`src/rtl/spi_slave_tx_sched.sv`:
```
// Transmit scheduler for spi_slave_tx: arbitrates register readback words against FIFO read bursts.
// Define SPI_TX_SCHED_RR_EN for round-robin arbitration in IDLE; fixed reg-first priority otherwise.
module spi_slave_tx_sched #(
    parameter int DATA_WIDTH = 32,
    parameter int CNT_WIDTH  = 16
) (
    input  logic                  sclk,
    input  logic                  rstn,
    input  logic                  reg_req,
    input  logic [DATA_WIDTH-1:0] reg_data,
    input  logic [7:0]            reg_len,
    output logic                  reg_gnt,
    input  logic                  rd_start,
    input  logic [CNT_WIDTH-1:0]  rd_words,
    input  logic [DATA_WIDTH-1:0] fifo_data,
    input  logic                  fifo_valid,
    output logic                  fifo_ready,
    output logic [DATA_WIDTH-1:0] tx_data,
    output logic                  tx_data_valid,
    output logic [7:0]            tx_counter_in,
    output logic                  tx_counter_in_upd,
    input  logic                  tx_done,
    output logic                  busy,
    output logic                  underrun
);

    typedef enum logic [1:0] {IDLE, REG, BURST} state_e;

    localparam logic [7:0] MAX_LEN = 8'(DATA_WIDTH - 1);

    state_e               state_q, state_d;
    logic [CNT_WIDTH-1:0] cnt_q, cnt_d;
    logic                 rd_pend_q, rd_pend_d;
    logic                 underrun_q, underrun_d;
    logic                 burst_cand, pick_reg;
`ifdef SPI_TX_SCHED_RR_EN
    logic                 last_reg_q, last_reg_d;
`endif

    assign burst_cand = rd_pend_q & fifo_valid;

`ifdef SPI_TX_SCHED_RR_EN
    assign pick_reg = reg_req & (~burst_cand | ~last_reg_q);
`else
    assign pick_reg = reg_req;
`endif

    // NOTE: every variable gets a default before the case so no path leaves one unassigned (no latches).
    always_comb begin
        state_d       = state_q;
        cnt_d         = cnt_q;
        rd_pend_d     = rd_pend_q;
        underrun_d    = underrun_q;
        reg_gnt       = 1'b0;
        fifo_ready    = 1'b0;
        tx_data       = '0;
        tx_data_valid = 1'b0;
        tx_counter_in = '0;
`ifdef SPI_TX_SCHED_RR_EN
        last_reg_d    = last_reg_q;
`endif
        // Loads are combinational, so they are gated by reset to keep all outputs at 0 while it is held.
        if (rstn) begin
            unique case (state_q)
                IDLE: begin
                    if (rd_start && !rd_pend_q && rd_words != '0) begin
                        rd_pend_d = 1'b1;
                        cnt_d     = rd_words;
                    end
                    if (pick_reg) begin
                        tx_data_valid = 1'b1;
                        tx_data       = reg_data;
                        tx_counter_in = (reg_len > MAX_LEN) ? MAX_LEN : reg_len;
                        reg_gnt       = 1'b1;
                        state_d       = REG;
`ifdef SPI_TX_SCHED_RR_EN
                        last_reg_d    = 1'b1;
`endif
                    end else if (burst_cand) begin
                        tx_data_valid = 1'b1;
                        tx_data       = fifo_data;
                        tx_counter_in = MAX_LEN;
                        fifo_ready    = 1'b1;
                        cnt_d         = cnt_q - 1'b1;
                        rd_pend_d     = 1'b0;
                        state_d       = BURST;
`ifdef SPI_TX_SCHED_RR_EN
                        last_reg_d    = 1'b0;
`endif
                    end
                end
                REG: begin
                    if (tx_done) state_d = IDLE;
                end
                BURST: begin
                    if (tx_done) begin
                        if (cnt_q == '0) begin
                            state_d = IDLE;
                        end else begin
                            // The next word loads in the done cycle so the bit stream has no gap.
                            tx_data_valid = 1'b1;
                            tx_counter_in = MAX_LEN;
                            cnt_d         = cnt_q - 1'b1;
                            if (fifo_valid) begin
                                tx_data    = fifo_data;
                                fifo_ready = 1'b1;
                            end else begin
                                underrun_d = 1'b1;
                            end
                        end
                    end
                end
                default: state_d = IDLE;
            endcase
        end
    end

    assign tx_counter_in_upd = tx_data_valid;
    assign busy              = (state_q != IDLE) | rd_pend_q;
    assign underrun          = underrun_q;

    // NOTE: sequential state uses non-blocking assignments so all flops update together on the edge.
    always_ff @(posedge sclk or negedge rstn) begin
        if (!rstn) begin
            state_q    <= IDLE;
            cnt_q      <= '0;
            rd_pend_q  <= 1'b0;
            underrun_q <= 1'b0;
`ifdef SPI_TX_SCHED_RR_EN
            last_reg_q <= 1'b0;
`endif
        end else begin
            state_q    <= state_d;
            cnt_q      <= cnt_d;
            rd_pend_q  <= rd_pend_d;
            underrun_q <= underrun_d;
`ifdef SPI_TX_SCHED_RR_EN
            last_reg_q <= last_reg_d;
`endif
        end
    end

endmodule

```
`config.mk`:
```
export PLATFORM = sky130hd
export DESIGN_NAME = spi_slave_tx_sched
export DESIGN_NICKNAME = d
export VERILOG_FILES = /design/src/rtl/spi_slave_tx_sched.sv
export SDC_FILE = /design/constraint.sdc
export NUM_CORES = 1
export LEC_CHECK = 0
export ABC_CLOCK_PERIOD_IN_PS = 2400
export BUFFER_PORTS_ARGS = -buffer_cell sky130_fd_sc_hd__buf_2
export CAP_MARGIN = 10
export CORE_AREA = 2 2 70 72
export DETAILED_ROUTE_END_ITERATION = 10
export DIE_AREA = 0 0 72 74
export GPL_TIMING_DRIVEN = 0
export PLACE_DENSITY = 0.81
export SYNTH_ARGS = -nofsm -noshare
export SYNTH_HDL_FRONTEND = slang
export SYNTH_SLANG_ARGS = --single-unit
```
`constraint.sdc`:
```
create_clock -name sclk -period 2.4 [get_ports sclk]
set_input_delay 0.24 -clock sclk [delete_from_list [all_inputs] [get_ports sclk]]
set_output_delay 0.24 -clock sclk [all_outputs]
set_load 0.1 [all_outputs]
```
==> metrics.md, run 1 <==
| Metric | Value |
|---|---|
| Outcome | finished with violations |
| Failing checks | negative setup slack |
| CTS tree | done |
| Max Cap Viol | 0 |
| Final Cycle Share | 111% |
| H-tree levels | 1 |
| Die W | 72 um |
| Crit-path max FO | 6 |
| Logic pwr share | 70.2% |
| Worst-Skew Late Latency | 0.27 ns |
| Vias in the first global route | 2678 |
| Data required time of the worst path | 2.16 ns |
| Hold path depth | 2 |
| Post-DP Area | 2740 um2 |
| Mapped Cells | 215 |
| WL/cell | 25.3 um |
| DRC errors left | 0 |
| Clock network power share | 9.9% |
| Critical Path Start | cnt_q[4] |
| Ys Warns | 0 |
| Seq/Total Area, Yosys | 27.2% |
| CP Launch Type | flop |
| Hold crit path type | in2reg |
| First-pass GRT wire length | 14.2 mm |
| Synth area leaders | dfrtp_1, a22o_1, a21oi_1 |
| Yosys reg bits | 20 |
| Via Count | 2792 |
| Gr usage total | 34.7% |
| DRT Pass-1 Iters | 5 |
| Reg2reg start | cnt_q[1] |
| Clk sinks | 20 |
| Inserted Clock Buffers | 3 |
| Minimum clock period | 2.66 ns |
| Crit Path Category | reg2out |
| Worst EP arrival | 2.42 ns |
| Worst reg2reg setup slack | 0.08 ns |
| Synth top area share | 27.2% |
| Final Setup Violations | 38 |
| Total gr overflow | 0 |
| Worst slew pin tran | 0.989 ns |
| Switching pwr | 1.95 mW |
| Layout cells sized above 1 | 61.0% |
| Nets | 469 |
| Post-route ant nets | 0 |
| Final Power | 3.61 mW |
| Flop pwr share | 19.9% |
| Biggest area consumer among synthesized cells | dfrtp_1 |
| Die area | 5330 um2 |
| Worst Setup EP | tx_data[8] |
| Routed wire length | 10.8 mm |
| Worst setup EP type | output pin |
| Area growth, synth to finish | 106% |
| Reg2reg path depth | 12 |
| IO buf count | 136 |
| Largest net degree at the start of global routing | 21 |
| Hold Violations, Final | 0 |
| Power density cells | 953 nW/um2 |
| Post-synthesis cell type count | 49 |
| RSZ-0062 raised after global routing | yes |
| Cell area after synthesis | 1840 um2 |
| Vias/cell | 6.55 |
| Detailed Route Iter0 Violations | 306 |
| Synth Flop Type | dfrtp_1 |
| Post-synth EDFFs | 0 |
| CTS Buffer Depth | 2 |
| FMAX | 376 MHz |
| Post-synth ARST share | 100% |
| Synthesized area per cell | 8.55 um2 |
| Max-slew headroom at the worst pin | 33.9% |
| Gpl congestion | 0.948 |
| Clk slew on worst S/H paths | 0.09 ns |
| Ports | 140 |
| Finished Cell Area | 3780 um2 |
| Switching share of power | 54.1% |
| Clock Skews | 0.0133 ns |
| Ant diodes | 0 |
| Initial Util | 40.0% |
| Worst vdd ir | 0.921 mV |
| Leak | 1.79 nW |
| Initial antenna violation count | 0 |
| Root buffer cell | clkbuf_8 |
| Slew Viols, Final | 0 |
| Internal power | 1.66 mW |
| Rows | 25 |
| Core Region | 4600 um2 |
| Worst r2r dst | cnt_q[0] |
| Die height | 74 um |
| Dpl hpwl | 5.46 mm |
| Setup ws final | -0.262 ns |
==> flip-flops by register name (all words and copies together) (netlist names) <==
name / cells
rd_pend_q: 1
state_q: 2
underrun: 1
cnt_q: 16
==> power groups by stage <==
stage,clock (mW),sequential [mW],combinational (mW)
6_report,0.357,0.718,2.53
5_1_grt,0.371,0.732,2.60
4_1_cts,0.350,0.678,2.34
3_5_place_dp,0,0.671,1.88
3_3_place_gp,0,0.663,1.85
2_1_floorplan,0,0.623,1.57
==> timing repair <==
| action | CTS | global route |
|---|---|---|
| pin swaps | 33 | 7 |
| buffers inserted | 9 | 1 |
| endpoints found under the hold margin | 20 | 0 |
| resized for setup | 180 | 24 |
| gates cloned | 4 | 0 |
| endpoints found under the setup margin | 41 | 51 |
| hold buffers | 1 | 0 |
==> critical path, cell delays in order, from the launching register on <==
cell     delay (ns)
dfrtp_1        0.44
nor3_2         0.36
and4_1         0.28
buf_6          0.12
nor2_4         0.04
o211a_4        0.30
buf_6          0.15
a22o_4         0.28
buf_12         0.17
==> cell type report <==
cell class,instances,area [um2]
clock inverters,1,30.0
multi-input cells,168,1590
clock buffers,3,41.3
flip-flops and latches,20,502
inverters,12,45.0
fillers,234,815
well taps,54,67.6
plain buffers,18,133
repair buffers,150,1370
==> worst min path at each step <==
stage	startpoint	end
3_5_place_dp	rstn	cnt_q[12]
6_report	rd_words[0]	cnt_q[0]
3_3_place_gp	rstn	cnt_q[12]
5_1_grt	rd_words[0]	cnt_q[0]
2_1_floorplan	rstn	cnt_q[0]
4_1_cts	fifo_valid	underrun
==> cell usage in the layout (no fill, tap or decap), types with 2 or more instances in the layout <==
cell type	netlist	layout
a21o_1	2	2
a21oi_1	17	16
a22o_4	0	32
a22oi_1	5	5
a2bb2oi_1	4	4
and2_1	3	3
and3_1	2	2
buf_12	0	34
buf_2	5	101
buf_4	4	16
buf_6	4	12
clkbuf_8	0	3
conb_1	1	3
dfrtp_1	20	19
inv_1	12	10
inv_2	0	2
nand2_1	11	11
nand2b_1	3	3
nand3_1	4	4
nand3b_1	3	3
nor2_1	6	5
nor2_4	0	2
nor3_1	6	6
nor4_1	6	5
nor4_4	0	2
o211a_4	1	2
o21a_4	0	5
o21ai_0	6	5
o21ai_1	7	7
o22a_1	3	3
o22ai_1	3	3
o2bb2ai_1	4	4
or3_1	5	5
==> routing by layer <==
metal  track usage [%]  up-vias  routed length (um)
li1                  -     1161                   -
met1              40.2     1326                3620
met2              61.8      238                5390
met3              6.10       67                 943
met4              17.4        0                 807
met5                 0        -                   0
==> cells in the mapped netlist (all sizes together) (4+ instances only) <==
master   instances
a21oi           18
a22o            33
a22oi            5
a2bb2oi          4
buf             13
clkbuf           5
dfrtp           20
inv             12
nand2           11
nand3            4
nor2             7
nor3             7
nor4             7
o21a             7
o21ai           13
o2bb2ai          4
or3              5
==> stage by stage <==
stage               util [%]  setup slack (ns)  setup TNS (ns)  hold WS (ns)  std cells
floorplan                  -           -0.0975          -0.478       -0.0556        217
finish                  82.3            -0.262           -7.09         0.250        426
global placement        59.5            -0.395          -11.72         0.238        407
CTS                     79.7            -0.115           -3.01         0.256        425
global route            82.3            -0.266           -7.66         0.256        426
detailed placement      59.5            -0.438          -12.47         0.247        407
==> logic make-up (layout without fill, tap and decap cells) <==
| logic type | count (synthesis) | in the layout | share of synthesized area (%) |
|---|---|---|---|
| AND/OR/NAND/NOR | 60 | 60 | 19.0 |
| adder cells (fa/ha/maj) | 2 | 2 | 1.36 |
| buffers and inverters | 30 | 184 | 8.91 |
| multiplexers | 1 | 1 | 0.544 |
| AO/OA/AOI/OAI | 101 | 102 | 42.8 |
| flip-flops | 20 | 20 | 27.2 |
| other | 1 | 3 | 0.204 |
No activity file was read; power rests on OpenSTA's default activity.
==> run 2: changes to the inputs <==
--- a/config.mk
+++ b/config.mk
@@ -12,7 +12,9 @@
 export DETAILED_ROUTE_END_ITERATION = 10
 export DIE_AREA = 0 0 72 74
 export GPL_TIMING_DRIVEN = 0
+export MAX_ROUTING_LAYER = met4
 export PLACE_DENSITY = 0.81
 export SYNTH_ARGS = -nofsm -noshare
 export SYNTH_HDL_FRONTEND = slang
 export SYNTH_SLANG_ARGS = --single-unit
+export TNS_END_PERCENT = 20
==> metrics.md, run 2 (synthesis results as in run 1) <==
| Metric | Value |
|---|---|
| Outcome | finished with violations |
| Failing checks | negative setup slack |
| Switching share of power | 55.6% (+1.5 points) |
| WL/cell | 21.5 um (-15%) |
| Inserted Clock Buffers | 3 (unchanged) |
| Dpl cells | 407 (unchanged) |
| Final core utilization | 77.1% (-5.1 points) |
| Worst-Skew Late Latency | 0.27 ns (about the same) |
| CP Launch Type | flop |
| Initial Util | 40.0% (unchanged) |
| Reg2reg path depth | 9 (-3) |
| Worst reg2reg setup slack | 0.15 ns (+0.07 ns) |
| Dpl hpwl | 5.43 mm (-0.58%) |
| Hold crit path type | in2reg |
| Switching pwr | 1.86 mW (-4.8%) |
| Area growth, synth to finish | 92.9% |
| H-tree levels | 1 (unchanged) |
| Logic pwr share | 71.5% (+1.3 points) |
| Clock Skews | 0.00737 ns (-0.00593 ns) |
| Ports | 140 (unchanged) |
| Final Power | 3.34 mW (-7.5%) |
| Nets | 467 (-0.43%) |
| Root buffer cell | clkbuf_8 |
| Worst vdd ir | 0.722 mV (-22%) |
| Placement Setup Slack | -0.452 ns (-0.0143 ns) |
| Gr usage total | 32.9% (-1.7 points) |
| DRT Pass-1 Iters | 4 (-1) |
| Biggest register | cnt_q |
| Clock network power share | 7.0% (-2.9 points) |
| Hold path depth | 2 (unchanged) |
| CTS Buffer Depth | 2 (unchanged) |
| Register area | 503 um2 (+0.25%) |
| Die height | 74 um (unchanged) |
| Minimum clock period | 2.58 ns (-0.0870 ns) |
| Reg2reg start | cnt_q[14] |
| Hold Violations, Final | 0 (unchanged) |
| Endpoint, Worst Hold | underrun |
| Post-route ant nets | 0 (unchanged) |
| Worst EP arrival | 2.34 ns (-0.08 ns) |
| Total gr overflow | 0 (unchanged) |
| Largest net degree at the start of global routing | 21 (unchanged) |
| Power density cells | 941 nW/um2 (-1.3%) |
| Routed wire length | 9.10 mm (-15%) |
| DRC errors left | 0 (unchanged) |
| Hold slack | 0.258 ns (+0.00793 ns) |
| Max-slew headroom at the worst pin | 36.0% (+2.2 points) |
| Data required time of the worst path | 2.16 ns (about the same) |
| Final Cycle Share | 107% (-3.6 points) |
| Setup TNS | -4.96 ns (+2.13 ns) |
| Most common cell after layout, fill and taps aside | buf_2 |
| IO buf count | 136 (unchanged) |
| FMAX | 388 MHz (+3.4%) |
| RSZ-0062 raised after global routing | yes |
| Finished Cell Area | 3550 um2 (-6.3%) |
| Final Setup Violations | 37 (-2.6%) |
| Crit-path max FO | 5 (-1) |
| Vias/cell | 6.09 (-7.0%) |
| Clk sinks | 20 (unchanged) |
| Most frequent cells in the layout | buf_2, buf_12, buf_4 |
| Flop pwr share | 21.5% (+1.6 points) |
| Setup ws final | -0.175 ns (+0.0870 ns) |
| Fillers | 281 (+20%) |
| Internal power | 1.48 mW (-11%) |
| Multi-input gate area | 1480 um2 (-7.3%) |
| Leak | 1.67 nW (-6.5%) |
| Gpl congestion | 0.941 (-0.70%) |
| Via Count | 2578 (-7.7%) |
| Max Cap Viol | 0 (unchanged) |
| Max reg flops | 16 (unchanged) |
| Worst r2r dst | cnt_q[3] |
| Worst Hold Launch | fifo_valid |
| Clk slew on worst S/H paths | 0.08 ns (about the same) |
| Die area | 5330 um2 (unchanged) |
| CTS tree | done |
| Worst slew pin tran | 0.957 ns (-0.0322 ns) |
| Slew Viols, Final | 0 (unchanged) |
| Ant diodes | 0 (unchanged) |
| Biggest regs | cnt_q: 16 flops, state_q: 2 flops |
| Final non-filler cell total | 423 (-0.70%) |
| Detailed Route Iter0 Violations | 268 (-12%) |
| Rows | 25 (unchanged) |
| First-pass GRT wire length | 13.1 mm (-7.4%) |
| Vias in the first global route | 2524 (-5.8%) |
| Post-DP Area | 2700 um2 (-1.6%) |
| Die W | 72 um (unchanged) |
| Core Region | 4600 um2 (unchanged) |
| Worst setup EP type | output pin |
| Crit Path Category | reg2out |
| Initial antenna violation count | 0 (unchanged) |
| Layout cells sized above 1 | 57.5% (-3.6 points) |
run 2: changes by cell type in the layout (fill, tap and decap cells not counted), moves of 2 or more:
| cell | previous run | this run |
|---|---|---|
| buf_4 | 16 | 21 |
| buf_6 | 12 | 9 |
| buf_12 | 34 | 29 |
| buf_2 | 101 | 99 |
| clkbuf_2 | 0 | 3 |
| a22o_1 | 1 | 13 |
| a22o_4 | 32 | 20 |
run 2: power groups by stage:
stage	registers [mW]	clock network, mW	logic (mW)
3_5_place_dp	0.670	0	1.86
6_report	0.718	0.235	2.39
4_1_cts	0.683	0.234	2.24
2_1_floorplan	0.623	0	1.55
5_1_grt	0.736	0.248	2.48
3_3_place_gp	0.661	0	1.84
run 2: how the worst max path moves through the flow:
stage / endpoint / slack, ns / from / depth (start not counted)
final: tx_data[22] / -0.18 / cnt_q[14] / 8
after floorplan: tx_data[12] / -0.17 / cnt_q[0] / 9
after global placement: tx_data[11] / -0.39 / rstn / 7
after detailed placement: tx_data[14] / -0.45 / rstn / 7
after global routing: tx_data[15] / -0.26 / state_q[0] / 6
after CTS: tx_data[14] / -0.13 / cnt_q[14] / 8
run 2: worst max-delay path, cell delays in order, from the launching register on:
cell,delay [ns]
dfrtp_1,0.42
nor4_4,0.35
and4_1,0.26
buf_6,0.12
nor2_4,0.04
o211a_4,0.30
buf_8,0.15
a22o_4,0.25
buf_12,0.16
run 2: metal layers:
layer | part of all wire, % | GRT usage, % | vias to the layer above
met5 | 0 | - | -
met4 | 4.3 | 11.3 | 0
met3 | 7.1 | 6.78 | 29
met2 | 52 | 59.2 | 154
met1 | 36 | 36.4 | 1241
li1 | - | - | 1154
run 2: area by class of cell:
| cell class | instances | area share (%) |
|---|---|---|
| Buffer | 18 | 3.67 |
| Clock buffer | 3 | 1.16 |
| Inverter | 12 | 1.27 |
| Multi-Input combinational cell | 168 | 41.6 |
| Sequential cell | 20 | 14.2 |
| Tap cell | 54 | 1.90 |
| Timing Repair Buffer | 148 | 36.2 |
run 2: what timing repair did:
action | in CTS | in global routing
gates resized for setup | 155 | 20
pin swaps | 32 | 1
cloned | 4 | 0
endpoints found under the hold margin | 20 | 0
buffers inserted | 6 | 2
hold buffers | 1 | 0
setup endpoints to repair | 41 | 49
==> run 3: changes to the inputs <==
==> config.mk (replaced) <==
export PLATFORM = sky130hd
export DESIGN_NAME = spi_slave_tx_sched
export DESIGN_NICKNAME = d
export VERILOG_FILES = /design/src/rtl/spi_slave_tx_sched.sv
export SDC_FILE = /design/constraint.sdc
export NUM_CORES = 1
export LEC_CHECK = 0
export ABC_CLOCK_PERIOD_IN_PS = 3200
export BUFFER_PORTS_ARGS = -buffer_cell sky130_fd_sc_hd__buf_2
export CAP_MARGIN = 10
export CORE_AREA = 2 2 68 70
export DETAILED_ROUTE_END_ITERATION = 10
export DIE_AREA = 0 0 70 72
export GPL_TIMING_DRIVEN = 0
export MAX_ROUTING_LAYER = met4
export PLACE_DENSITY = 0.85
export SYNTH_ARGS = -nofsm -noshare
export SYNTH_HDL_FRONTEND = slang
export SYNTH_SLANG_ARGS = --single-unit
export TNS_END_PERCENT = 20
==> constraint.sdc (replaced) <==
create_clock -name sclk -period 3.2 [get_ports sclk]
set_input_delay 0.32 -clock sclk [delete_from_list [all_inputs] [get_ports sclk]]
set_output_delay 0.32 -clock sclk [all_outputs]
set_load 0.1 [all_outputs]
==> metrics.md, run 3 (synthesis results as in run 1) <==
| Metric | Value |
|---|---|
| Outcome | completed |
| Most frequent cells in the layout | buf_2, a22o_1, dfrtp_1 |
| Slowest-stage cell, CP | dfrtp_1 |
| Vias/cell | 5.72 (-6.1%) |
| Final Setup Violations | 0 (-100%) |
| Die height | 72 um (-2.7%) |
| IO buf count | 136 (unchanged) |
| Setup Buffers After CTS | 0 (-6) |
| Initial Util | 43.1% (+3.1 points) |
| Crit-path max FO | 10 (+5) |
| Root buffer cell | clkbuf_8 |
| Rows | 24 (-4.0%) |
| Layout cells sized above 1 | 45.3% (-12 points) |
| Worst vdd ir | 0.325 mV (-55%) |
| Placement Setup Slack | 0.206 ns (+0.658 ns) |
| First-pass GRT wire length | 9.94 mm (-24%) |
| DRC errors left | 0 (unchanged) |
| Crit Path Category | reg2out |
| Largest stage delay, worst path | 0.43 ns (about the same) |
| Minimum clock period | 3.03 ns |
| Total gr overflow | 0 (unchanged) |
| Leak | 1.37 nW (-18%) |
| Post-route ant nets | 0 (unchanged) |
| Area growth, synth to finish | 44.7% |
| Data required time of the worst path | 2.88 ns (+0.72 ns) |
| Biggest regs | cnt_q: 16 flops, state_q: 2 flops |
| Fillers | 390 (+39%) |
| Max reg flops | 16 (unchanged) |
| Gpl congestion | 0.895 (-5.0%) |
| CP Launch Type | flop |
| Max-slew headroom at the worst pin | 37.8% (+1.8 points) |
| Die area | 5040 um2 (-5.4%) |
| CTS Buffer Depth | 2 (unchanged) |
| Hold Violations, Final | 0 (unchanged) |
| Most common cell after layout, fill and taps aside | buf_2 |
| H-tree levels | 1 (unchanged) |
| WL/cell | 15.6 um (-28%) |
| Die W | 70 um (-2.8%) |
| Worst slew pin tran | 0.930 ns (-0.0269 ns) |
| Nets | 455 (-2.6%) |
| DRT Pass-1 Iters | 5 (+1) |
| Max Cap Viol | 0 (unchanged) |
| Ports | 140 (unchanged) |
| Detailed Route Iter0 Violations | 175 (-35%) |
| FMAX | 330 MHz |
| Worst EP arrival | 2.71 ns (+0.37 ns) |
| Core Region | 4260 um2 (-7.3%) |
| Largest net degree at the start of global routing | 24 (+14%) |
| Final Cycle Share | 94.6% |
| Worst setup EP type | output pin |
| Setup TNS | 0 ns (+4.96 ns) |
| Routed wire length | 6.39 mm (-30%) |
| CTS tree | done |
| Worst-Skew Late Latency | 0.27 ns (about the same) |
| Gr usage total | 24.6% (-8.3 points) |
| Initial antenna violation count | 0 (unchanged) |
| Dpl hpwl | 5.09 mm (-6.3%) |
| Setup ws final | 0.172 ns (+0.348 ns) |
| Post-DP Area | 2590 um2 (-3.8%) |
| RSZ-0062 raised after global routing | no |
| Worst reg2reg setup slack | 0.92 ns (+0.77 ns) |
| Via Count | 2347 (-9.0%) |
| Ant diodes | 0 (unchanged) |
| Finished Cell Area | 2660 um2 (-25%) |
| Biggest register | cnt_q |
| Hold crit path type | in2reg |
| Crit-path cells | inv_1, ha_1, nor4b_1, and4_1, buf_6, nor2_2, o211a_4, buf_6, a22o_1, buf_2 |
| Clock Skews | 0.00654 ns (-0.000831 ns) |
| Power density cells | 777 nW/um2 (-17%) |
| Inserted Clock Buffers | 3 (unchanged) |
| Clk slew on worst S/H paths | 0.07 ns (about the same) |
| Cell mode on critical path | buf_6 |
| Slew Viols, Final | 0 (unchanged) |
| Clk sinks | 20 (unchanged) |
| Vias in the first global route | 2086 (-17%) |
## run 3: worst paths after layout
path / from / to / cells after the start
worst max register to register: cnt_q[0] / cnt_q[14] / 7
max in group asynchronous: rstn / rd_pend_q / 2
min in group asynchronous: rstn / cnt_q[15] / 2
worst max-delay path: cnt_q[0] / tx_data[30] / 10
worst min-delay path: fifo_valid / underrun / 2
worst min register to register: underrun / underrun / 2
## run 3: metrics by stage
stage	util, %	hold slack [ns]	instances	power [mW]
floorplan	-	0.0244	217	1.59
global placement	60.8	0.306	405	1.83
detailed placement	60.8	0.313	405	1.86
CTS	62.1	0.0190	409	2.06
global route	62.4	0.323	410	2.18
finish	62.4	0.307	410	2.07
## run 3: metal layers
layer	global-route usage [%]	share of wire, %	vias up
li1	-	-	1124
met1	32.2	39	1077
met2	40.0	50	139
met3	3.61	9.6	7
met4	7.05	1.3	0
met5	-	0	-
## run 3: worst max-delay path: cells and delay by family (launching register included)
| family | cells | cell delay, ns |
|---|---|---|
| buffers and inverters | 4 | 0.72 |
| adder cells (fa/ha/maj) | 1 | 0.15 |
| flip-flops | 1 | 0.43 |
| AO/OA/AOI/OAI | 2 | 0.51 |
| AND/OR/NAND/NOR | 3 | 0.62 |
## run 3: area by class of cell
cell class                 count  area [um2]  area share (%)
timing repair buffer         137         693            26.0
multi-input combinational    167        1180            44.4
clock buffer                   4        55.1            2.07
inverter                      12        45.0            1.69
sequential                    20         500            18.8
buffer                        18         120            4.51
tap                           52        65.1            2.44
## run 3: power by group
group	switching (mW)	internal, mW	total (mW)
registers	0.142	0.364	0.506
clock network	0.0925	0.110	0.202
logic	0.984	0.374	1.36
total	1.22	0.848	2.07
## run 3: what timing repair did
item	CTS	global route
endpoints found under the hold margin	0	20
resized for setup	0	1
setup endpoints to repair	0	20
hold buffers	0	1
